===== config.mk =====
export PLATFORM = sky130hd
export DESIGN_NAME = clq_lookup_arb
export DESIGN_NICKNAME = d
export VERILOG_FILES = /design/src/rtl/clq_lookup_arb.sv
export SDC_FILE = /design/constraint.sdc
export NUM_CORES = 1
export LEC_CHECK = 0
export BUFFER_PORTS_ARGS = -buffer_cell sky130_fd_sc_hd__buf_2
export CAP_MARGIN = 20
export CELL_PAD_IN_SITES_DETAIL_PLACEMENT = 1
export CELL_PAD_IN_SITES_GLOBAL_PLACEMENT = 2
export CORE_MARGIN = 1.5
export CORE_UTILIZATION = 26
export DETAILED_ROUTE_END_ITERATION = 8
export GPL_TIMING_DRIVEN = 0
export PLACE_DENSITY = 0.83
export SLEW_MARGIN = 10
export SYNTH_ARGS = -nofsm -noshare
export SYNTH_HDL_FRONTEND = slang
export SYNTH_SLANG_ARGS = --single-unit
export TNS_END_PERCENT = 1

===== constraint.sdc =====
create_clock -name clk -period 2.8 [get_ports clk]
set_input_delay 0.56 -clock clk [delete_from_list [all_inputs] [get_ports clk]]
set_output_delay 0.56 -clock clk [all_outputs]
set_load 0.03 [all_outputs]

===== src/rtl/clq_lookup_arb.sv =====
`default_nettype none
// ============================================================================
// Module   : clq_lookup_arb
// Brief    : Round-robin arbiter that shares the CLQ unit-clause lookup port
//            between NUM_REQ BCP engines, one lookup at a time.
// Revision : 1.0 - initial release
// ============================================================================
module clq_lookup_arb #(
    parameter int NUM_REQ = 4,
    parameter int LIT_W   = 8,
    parameter int PTR_W   = 4
) (
    input  logic                     clk,
    input  logic                     rst_n,
    input  logic                     dummies_loaded,
    input  logic                     flush,
    input  logic [NUM_REQ-1:0]       req_valid,
    input  logic [NUM_REQ*LIT_W-1:0] req_lit,
    output logic [NUM_REQ-1:0]       req_ready,
    output logic [LIT_W-1:0]         clq_rqst_lit,
    output logic                     clq_rqst_valid,
    input  logic [PTR_W-1:0]         clq_init_ptr,
    input  logic                     clq_init_ptr_valid,
    output logic [NUM_REQ-1:0]       resp_valid,
    input  logic [NUM_REQ-1:0]       resp_ready,
    output logic                     resp_hit,
    output logic [PTR_W-1:0]         resp_ptr,
    output logic                     busy,
    output logic [15:0]              lookup_cnt
);

    localparam int ID_W = (NUM_REQ > 1) ? $clog2(NUM_REQ) : 1;

    localparam logic [1:0] c_WAIT_LOAD = 2'd0;
    localparam logic [1:0] c_IDLE      = 2'd1;
    localparam logic [1:0] c_LOOKUP    = 2'd2;
    localparam logic [1:0] c_RESP      = 2'd3;

    localparam logic [15:0] c_CNT_MAX = 16'hFFFF;

    logic [1:0]         r_state;
    logic [1:0]         w_state_nxt;
    logic [ID_W-1:0]    r_rr_last;
    logic [ID_W-1:0]    r_win;
    logic [ID_W-1:0]    w_win;
    logic [ID_W-1:0]    w_idx;
    logic               w_found;
    logic               w_accept;
    logic [LIT_W-1:0]   w_lit_sel;
    logic [LIT_W-1:0]   r_lit;
    logic               r_hit;
    logic [PTR_W-1:0]   r_ptr;
    logic [15:0]        r_lookup_cnt;

    // Scan starts one past the last winner so every engine gets a turn.
    always_comb begin
        w_found = 1'b0;
        w_win   = '0;
        w_idx   = '0;
        for (int i = 1; i <= NUM_REQ; i++) begin
            w_idx = ID_W'((int'(r_rr_last) + i) % NUM_REQ);
            if (!w_found && req_valid[w_idx]) begin
                w_found = 1'b1;
                w_win   = w_idx;
            end
        end
    end

    assign w_accept  = (r_state == c_IDLE) && w_found && !flush;
    assign w_lit_sel = req_lit[w_win*LIT_W +: LIT_W];
    assign req_ready = w_accept ? (NUM_REQ'(1) << w_win) : '0;

    always_comb begin
        w_state_nxt = r_state;
        case (r_state)
            c_WAIT_LOAD: if (dummies_loaded) w_state_nxt = c_IDLE;
            c_IDLE:      if (w_accept) w_state_nxt = (w_lit_sel == '0) ? c_RESP : c_LOOKUP;
            c_LOOKUP:    w_state_nxt = c_RESP;
            c_RESP:      if (resp_ready[r_win]) w_state_nxt = c_IDLE;
            default:     w_state_nxt = c_WAIT_LOAD;
        endcase
        if (flush) w_state_nxt = c_WAIT_LOAD;
    end

    always_ff @(posedge clk) begin
        if (rst_n) begin
            r_state      <= c_WAIT_LOAD;
            r_rr_last    <= ID_W'(NUM_REQ - 1);
            r_win        <= '0;
            r_lit        <= '0;
            r_hit        <= 1'b0;
            r_ptr        <= '0;
            r_lookup_cnt <= '0;
        end else begin
            r_state <= w_state_nxt;
            // A zero literal skips the lookup, so the miss result is preloaded here.
            if (w_accept) begin
                r_win     <= w_win;
                r_rr_last <= w_win;
                r_lit     <= w_lit_sel;
                r_hit     <= 1'b0;
                r_ptr     <= '0;
            end
            if (r_state == c_LOOKUP && !flush) begin
                r_hit <= clq_init_ptr_valid;
                r_ptr <= clq_init_ptr_valid ? clq_init_ptr : '0;
            end
            if (flush)
                r_lookup_cnt <= '0;
            else if (r_state == c_LOOKUP && r_lookup_cnt != c_CNT_MAX)
                r_lookup_cnt <= r_lookup_cnt + 16'd1;
        end
    end

    assign clq_rqst_valid = (r_state == c_LOOKUP);
    assign clq_rqst_lit   = clq_rqst_valid ? r_lit : '0;
    assign resp_valid     = (r_state == c_RESP) ? (NUM_REQ'(1) << r_win) : '0;
    assign resp_hit       = r_hit;
    assign resp_ptr       = r_ptr;
    assign busy           = (r_state == c_LOOKUP) || (r_state == c_RESP);
    assign lookup_cnt     = r_lookup_cnt;

endmodule
`default_nettype wire


==> results.md, run 1 <==
- # setup viols final: 0
- Final Max Tran Viols: 0
- Worst Path Max Fanout: 10
- Total core area: ~0.0073 mm^2
- Via count: 2,034
- Critical path data required time: 2240 ps
- Min cycle time layout: ~2500 ps
- DR top layer: met4
- Critical Path, Cell by Cell: buf_6, mux2i_1, o22ai_2, a21oi_2, buf_6, buf_2, nor3_1, buf_2
- Worst Setup Start Kind: flop
- Outcome: finished clean
- Mapped Area: 0.00200 mm^2
- Initial antenna violation count: 0
- Die Y: roughly 91 um
- Initial Util: 0.272
- Setup CP Type: flop to output port
- #FFs+latches synth: 35
- Setup_tns: 0 ps
- CP startpoint: r_rr_last[1]$_SDFFE_PP1P_
- Syn_area_per_cell: 8.39 um^2
- Fillers: 923
- Clk slew on worst S/H paths: 70 ps
- Hold Violations, Final: 0
- Worst Setup EP: req_ready[1]
- Levels on crit path: 8
- Max VDD drop: 0.170 mV
- CTS Sinks: 35
- Largest family of logic cells by synthesized area: simple AND/OR/NAND/NOR gates
- CTS max path bufs: 2
- Warnings, synthesis: 0
- Ys async rst share: 0
- Clock latency on the worst-skew pair: around 280 ps
- RR Startpoint: r_rr_last[1]$_SDFFE_PP1P_
- Inserted Diodes: 0
- Share of cells above drive strength 1: 0.325
- Slew HR: 0.350
- LEAKAGE: 1.24 nW
- Unrepaired setup endpoints after global routing: no
- Met3 WL: 206 um
- Reg-to-Reg End: r_state[0]$_SDFFE_PP0P_
- Synth top area share: 0.351
- Remaining antenna violation count: 0
- DRC errors left: 0
- Area leader, netlist: dfxtp_1
- Iteration-0 DRC Markers: 67
- Crit. End Element: output port
- Proportion of synthesized area in mux cells: 0.149
- Post-DP HPWL: ~4700 um
- Clock tree from TritonCTS: yes
- Period Utilization, post-route: 0.891
- WL met2: between 2000 and 3000 um
- Count leader, synth: dfxtp_1
- Clock Skews: 5.20 ps
- Clk root buf: clkbuf_8
- Area delta synth->final: 32.0%
- Vias in the first global route: 2,097
- Boundary Pins: 88
- Top post-synthesis cells by area: dfxtp_1, mux2i_1, nor2_1
- Row count: 31
- CP Buf/Inv Count: 4
- DR pass1 iterations: 4
- R2R depth: 9
- Setup Buffers After CTS: 0
- Top_reg_cell synth: dfxtp_1
- Simple-gate portion of the synthesized area: 0.233
- Remaining Overflow, GRT: 0
- Worst Path Arrival: 1940 ps
- First-pass GRT wire length: ~9900 um
- CP peak stage delay: 330 ps
- Hold WC Path Type: flop to flop
- Vias per inst: 4.72
- Synth Area in Compound Gates: 0.133
- Port Buf Inserts: 86
- Synthesized Nets: between 200 and 300
- Fmax: 401 MHz
- Total of max-cap violations: 0
- Total power: 1.05 mW
- Horiz. Die Dim: 90.6 um
- Library cells used by synthesis: 39
- XOR/XNOR share of the synthesized area: 0.0571
- Final WL: 5810 um
- Routed length on met1: between 2000 and 3000 um
- Synth cell count leaders: dfxtp_1, nor2_1, nand2_1
- Sequential area share after synthesis: 0.351
- CP max stage cell: dfxtp_1
- GPL Wtd Cong: 0.720
- CTS Buf Count: 5
- Synth Area in Adders: 0.0313
- Cell area power density: 397 mW/mm^2
- Nets: approximately 390
- Avg WL per Cell: 13.5 um
- Post-synth EDFFs: 0
- Least-Margin Pin Slew: 966 ps
- CP delay by family, top: buffers and inverters
- H-tree depth: 2
- Post-Synthesis Cells: 238
- DIE AREA: 0.00821 mm^2
- GRT Total Usage: 0.146
- Pin count of the biggest net entering global routing: 11
- R2R Setup Slk: 360 ps
==> flip-flops by register name (all words and copies together), names as in the netlist <==
signal and count:
resp_hit 1, r_state 2, resp_ptr 4, lookup_cnt 16, r_lit 8, r_rr_last 2, r_win 2
==> where the power goes <==
| part | switching (mW) | total, mW | internal [mW] |
|---|---|---|---|
| Clock | 0.179 | 0.354 | 0.175 |
| Combinational | 0.0951 | 0.180 | 0.0847 |
| Sequential | 0.00590 | 0.512 | 0.506 |
| Total | 0.280 | 1.05 | 0.765 |
==> how the worst min path moves through the flow <==
stage | from | end | cells after the start
floorplan | r_lit[2]$_SDFFE_PP0P_ | r_lit[2]$_SDFFE_PP0P_ | 2
global placement | r_lit[6]$_SDFFE_PP0P_ | r_lit[6]$_SDFFE_PP0P_ | 2
detailed placement | r_lit[4]$_SDFFE_PP0P_ | r_lit[4]$_SDFFE_PP0P_ | 2
CTS | r_lit[4]$_SDFFE_PP0P_ | r_lit[4]$_SDFFE_PP0P_ | 2
global route | r_lit[3]$_SDFFE_PP0P_ | r_lit[3]$_SDFFE_PP0P_ | 2
finish | r_lit[4]$_SDFFE_PP0P_ | r_lit[4]$_SDFFE_PP0P_ | 2
==> kinds of logic after synthesis <==
logic type,after synthesis
and+or+nand+nor,98
AOI/OAI and AO/OA,39
DFF,35
muxes,28
buffers and inverters,20
xor gates and xnor gates,13
adders and majority gates,5
==> final cells by class <==
| cell class | instances | area, um^2 | area share |
|---|---|---|---|
| plain buffers | 11 | 58.8 | 0.0223 |
| well taps | 99 | 124 | 0.0470 |
| clock inverters | 1 | 5.00 | 0.00190 |
| clock buffers | 7 | 76.3 | 0.0290 |
| multi-input cells | 183 | 1200 | 0.457 |
| inverters | 9 | 33.8 | 0.0128 |
| flip-flops and latches | 35 | 701 | 0.266 |
| repair buffers | 86 | 430 | 0.163 |
==> routing by layer <==
| metal | GRT usage | up-vias |
|---|---|---|
| met4 | 0.0397 | 0 |
| met3 | 0.0295 | 6 |
| li1 | - | 1006 |
| met1 | 0.172 | 985 |
| met2 | 0.264 | 37 |
| met5 | 0 | - |
==> through the flow <==
stage	hold slack [ps]	area [um^2]	std cells	worst slack, ps	utilization
6_report	461	2630	431	304	0.359
5_1_grt	478	2630	431	170	0.359
4_1_cts	464	2630	431	105	0.359
3_5_place_dp	453	2550	423	169	0.348
3_3_place_gp	438	2550	423	241	0.348
2_1_floorplan	432	2000	238	339	-
==> placed cells by master, fill, tap and decap left out, drive strengths merged, types with 4 or more instances in the layout <==
| cell | instances |
|---|---|
| a22oi | 4 |
| nor3 | 4 |
| nor2 | 28 |
| o21ai | 8 |
| xor2 | 10 |
| nand2 | 26 |
| buf | 90 |
| and3 | 4 |
| ha | 5 |
| and2 | 8 |
| mux2i | 24 |
| a21oi | 15 |
| inv | 9 |
| dfxtp | 35 |
| nand3 | 12 |
| clkbuf | 14 |
| o21a | 5 |
==> worst register-to-register path, cell delays in order (launching register included) <==
cell and delay [ps]:
dfxtp_1 330, buf_6 130, mux2i_1 230, o22ai_2 120, a21oi_2 130, buf_6 170
mux2i_1 200, mux2i_1 110, or4_1 560, o41ai_2 360
==> timing repair <==
action	4_1_cts	5_1_grt
setup endpoints to repair	0	1
gates resized for setup	0	1
hold buffers	0	0
Power figures use the tool's default switching activity.
==> run 2, diff against run 1 <==
- CORE_UTILIZATION: 26 -> 27
- CTS_BUF_LIST: unset -> sky130_fd_sc_hd__clkbuf_4 sky130_fd_sc_hd__clkbuf_8
- PLACE_DENSITY: 0.83 -> 0.86
==> results.md, run 2 (synthesized netlist as in run 1, its figures left out) <==
- Total power: between 1 and 1.5 mW
- GPL Wtd Cong: 0.747
- Worst Path Arrival: 1920 ps
- WHS Path Cells: 2
- Critical Path, Cell by Cell: buf_6, mux2i_1, o22ai_2, a21oi_2, buf_6, buf_2, nor3_1, buf_2
- Port Buf Inserts: 86
- CTS Sinks: 35
- Setup CP Type: flop to output port
- Nets: between 300 and 400
- Die Y: 89.0 um
- H-tree depth: 2
- Unrepaired setup endpoints after global routing: no
- RR Startpoint: r_rr_last[1]$_SDFFE_PP1P_
- Final WL: 5670 um
- Worst Path Max Fanout: 10
- First-pass GRT wire length: 9230 um
- CP peak stage delay: 330 ps
- Total core area: 0.00721 mm^2
- DIE AREA: between 0.007 and 0.008 mm^2
- Via count: 1,985
- Avg WL per Cell: 13.1 um
- Remaining Overflow, GRT: 0
- DRC errors left: 0
- Inserted Diodes: 0
- CP Buf/Inv Count: 4
- CP delay by family, top: buffers and inverters
- DR pass1 iterations: 4
- Crit. End Element: output port
- Final Max Tran Viols: 0
- Hold WC Path Type: flop to flop
- Levels on crit path: 8
- Post-DP HPWL: 4580 um
- Area delta synth->final: 32.1%
- Clock tree from TritonCTS: yes
- Clk slew on worst S/H paths: approximately 70 ps
- Hold Violations, Final: 0
- Slew HR: 0.275
- # setup viols final: 0
- CTS max path bufs: 2
- R2R depth: 9
- Fmax: 404 MHz
- Initial antenna violation count: 0
- Min cycle time layout: 2480 ps
- CP max stage cell: dfxtp_1
- Row count: 31
- Most frequent cells in the layout: buf_2, dfxtp_1, nor2_1, nand2_1, mux2i_1
- Max VDD drop: 0.266 mV
- Remaining antenna violation count: 0
- Cell area power density: 399 mW/mm^2
- Min-Delay Startpoint: r_lit[4]$_SDFFE_PP0P_
- Vias in the first global route: 1,920
- Boundary Pins: 88
- Worst Setup Start Kind: flop
- Total of max-cap violations: 0
- Clock latency on the worst-skew pair: roughly 290 ps
- Critical path data required time: 2240 ps
- GRT Total Usage: 0.149
- Clock Skews: 6.43 ps
- Setup_tns: 0 ps
- Iteration-0 DRC Markers: 34
- CTS Buf Count: 5
- LEAKAGE: about 1.2 nW
- Least-Margin Pin Slew: ~1100 ps
- Max FFs per register: 16
- WHS Endpoint: r_lit[4]$_SDFFE_PP0P_
- Initial Util: 0.277
- Vias per inst: between 4 and 5
- R2R Setup Slk: 430 ps
- Outcome: finished clean
- Share of cells above drive strength 1: 0.331
- Fillers: 929
- Clk root buf: clkbuf_8
- Commonest non-fill, non-tap cell in the layout: buf_2
- Period Utilization, post-route: 0.885
- Pin count of the biggest net entering global routing: 12
- Horiz. Die Dim: 89.0 um
- Reg-to-Reg End: r_state[0]$_SDFFE_PP0P_
run 2: cell types whose count changed in the layout (fill, tap and decap cells not counted), sizes merged:
cell / delta
clkinv: +2
clkbuf: -2
run 2: per-layer routing:
| metal | global-route usage | wire length (um) |
|---|---|---|
| met1 | 0.193 | 2560 |
| met2 | 0.263 | 2870 |
| met3 | 0.0240 | 196 |
| met4 | 0.0294 | 36 |
| met5 | 0 | 0 |
run 2: worst max path at each step:
stage | start | endpoint | slack [ps]
final | r_rr_last[1]$_SDFFE_PP1P_ | req_ready[1] | 320
after global routing | r_rr_last[1]$_SDFFE_PP1P_ | req_ready[3] | 170
after CTS | r_state[1]$_SDFFE_PP0P_ | req_ready[3] | 150
after detailed placement | req_valid[3] | r_state[0]$_SDFFE_PP0P_ | 230
after global placement | req_valid[3] | r_state[0]$_SDFFE_PP0P_ | 250
after floorplan | req_valid[2] | req_ready[1] | 340
run 2: worst register-to-register path: cells and delay by family, from the launching register on:
family	cells	cell delay [ps]
compound gates	3	570
simple gates	1	560
mux	3	520
flops	1	330
buf+inv	2	300
run 2: report_power, final:
part	switching, mW	internal [mW]	leakage [nW]
logic	0.0938	0.0848	0.912
registers	0.00575	0.505	0.283
clock network	0.192	0.170	0.0477
run 2: area by class of cell:
type / instances / area (um^2) / area share
Timing Repair Buffer: 86 / 430 / 0.163
Tap cell: 99 / 124 / 0.0470
Sequential cell: 35 / 701 / 0.266
Clock inverter: 3 / 15.0 / 0.00570
Inverter: 9 / 33.8 / 0.0128
Multi-Input combinational cell: 183 / 1200 / 0.457
Clock buffer: 5 / 68.8 / 0.0261
Buffer: 11 / 58.8 / 0.0223
run 2: stage by stage:
stage	instance area, um^2	std cells	setup slack (ps)	hold slack (ps)	utilization
6_report	2640	431	323	459	0.365
2_1_floorplan	2000	238	339	432	-
5_1_grt	2640	431	167	475	0.365
4_1_cts	2630	431	154	458	0.365
3_5_place_dp	2550	423	233	447	0.353
3_3_place_gp	2550	423	246	438	0.353
run 2: what timing repair did:
item / 4_1_cts / 5_1_grt
hold buffers: 0 / 0
resized for setup: 0 / 1
setup endpoints to repair: 0 / 1
setup buffers: 0 / 0
==> run 3, diff against run 2 <==
- GPL_TIMING_DRIVEN: 0 -> unset
==> results.md, run 3 (synthesized netlist as in run 1, its figures left out) <==
- Vias in the first global route: 2,120
- Commonest non-fill, non-tap cell in the layout: buf_2
- Clock tree from TritonCTS: yes
- DIE AREA: 0.00792 mm^2
- Remaining antenna violation count: 0
- Clk root buf: clkbuf_8
- Total of max-cap violations: 0
- Worst Path Arrival: 2050 ps
- Setup CP Type: flop to output port
- Setup Buffers After CTS: 0
- Area of the multi-input gates: 0.00120 mm^2
- GPL Wtd Cong: 0.719
- LEAKAGE: 1.25 nW
- Hold Violations, Final: 0
- Post-DP HPWL: 4460 um
- Avg WL per Cell: around 13 um
- Final WL: about 5600 um
- First-pass GRT wire length: between 9000 and 10,000 um
- Port Buf Inserts: just under 90
- Die Y: slightly below 90 um
- Hold WC Path Type: flop to flop
- Period Utilization, post-route: 0.932
- Hold Buf Count CTS: 0
- Sequential share of power: 0.414
- Setup_tns: 0 ps
- Logic gate share of total power: 0.138
- Worst Path Max Fanout: 10
- H-tree depth: 2
- Sw Share: 0.231
- Crit. End Element: output port
- Slew HR: 0.541
- Unrepaired setup endpoints after global routing: no
- FF/Latch Area: 701 um^2
- Nets: 378
- Row count: 31
- Max VDD drop: ~0.24 mV
- Iteration-0 DRC Markers: 36
- Fillers: 941
- CTS Buf Count: 5
- GRT Total Usage: 0.153
- Fmax: 383 MHz
- Initial antenna violation count: 0
- Clk slew on worst S/H paths: around 70 ps
- DRC errors left: 0
- Remaining Overflow, GRT: 0
- Critical path data required time: 2240 ps
- Clock Skews: 7.42 ps
- Share of cells above drive strength 1: 0.335
- Max FFs per register: 16
- P_int: 953 uW
- DR pass1 iterations: 3
- Net Sw Power: 285 uW
- Min-Delay Startpoint: r_lit[2]$_SDFFE_PP0P_
- Clock latency on the worst-skew pair: roughly 290 ps
- Area delta synth->final: 33.0%
- CTS Sinks: 35
- Total core area: 0.00721 mm^2
- Pin count of the biggest net entering global routing: 19
- Cell area power density: 466 mW/mm^2
- Most frequent cells in the layout: buf_2, dfxtp_1, nor2_1, nand2_1, mux2i_1
- Final Max Tran Viols: 0
- Least-Margin Pin Slew: 681 ps
- Via count: 1,993
- CP startpoint: r_state[1]$_SDFFE_PP0P_
- Boundary Pins: 88
- Min cycle time layout: around 2600 ps
- Inserted Diodes: 0
- CTS-repair resized insts: 0
- Outcome: finished clean
- # setup viols final: 0
- Horiz. Die Dim: 89.0 um
- CTS max path bufs: 2
- Clk pwr share: 0.447
- Hold slack final: 457 ps
- RR Startpoint: r_rr_last[1]$_SDFFE_PP1P_
- Initial Util: 0.277
- Worst Setup Start Kind: flop
- Vias per inst: approximately 4.7
-- run 3: power by group through the flow --
stage / clock network (mW) / logic [mW] / registers, mW
after floorplan: 0 / 0.116 / 0.522
after global placement: 0 / 0.169 / 0.524
after detailed placement: 0 / 0.173 / 0.525
after CTS: 0.569 / 0.174 / 0.513
after global routing: 0.589 / 0.192 / 0.514
final: 0.554 / 0.171 / 0.513
-- run 3: per-layer routing --
layer | GRT usage | part of all wire | routed length, um
met5 | 0 | 0 | 0
met4 | 0.0503 | 0.017 | 97
met3 | 0.0305 | 0.039 | 223
met2 | 0.282 | 0.51 | 2870
met1 | 0.176 | 0.44 | 2460
-- run 3: critical path, cell delays in order, from the launching register on --
cell and delay (ps):
dfxtp_1 350, inv_1 90, ha_1 180, nand2b_1 120, nor2_1 490, nand2_1 210, nor2_1 120, buf_2 210
-- run 3: final timing paths --
path | endpoint | slack [ps] | depth (start not counted)
setup / recovery | req_ready[3] | 190 | 7
hold / removal | r_lit[2]$_SDFFE_PP0P_ | 460 | 2
setup reg to reg | r_state[0]$_SDFFE_PP0P_ | 330 | 8
hold reg to reg | r_lit[2]$_SDFFE_PP0P_ | 460 | 2
-- run 3: metrics by stage --
stage | total power, mW | cells | utilization | worst slack (ps) | cell area, um^2
after floorplan | 0.639 | 238 | - | 339 | 2000
after global placement | 0.693 | 416 | 0.349 | 273 | 2520
after detailed placement | 0.698 | 416 | 0.349 | 224 | 2520
after CTS | 1.26 | 424 | 0.368 | 170 | 2660
after global routing | 1.29 | 424 | 0.368 | 10.7 | 2660
final | 1.24 | 424 | 0.368 | 190 | 2660
-- run 3: final cells by class --
| cell class | instances | area share |
|---|---|---|
| flip-flops and latches | 35 | 0.264 |
| multi-input cells | 183 | 0.453 |
| clock buffers | 6 | 0.0287 |
| inverters | 9 | 0.0127 |
| repair buffers | 90 | 0.172 |
| clock inverters | 2 | 0.0226 |
| well taps | 99 | 0.0467 |
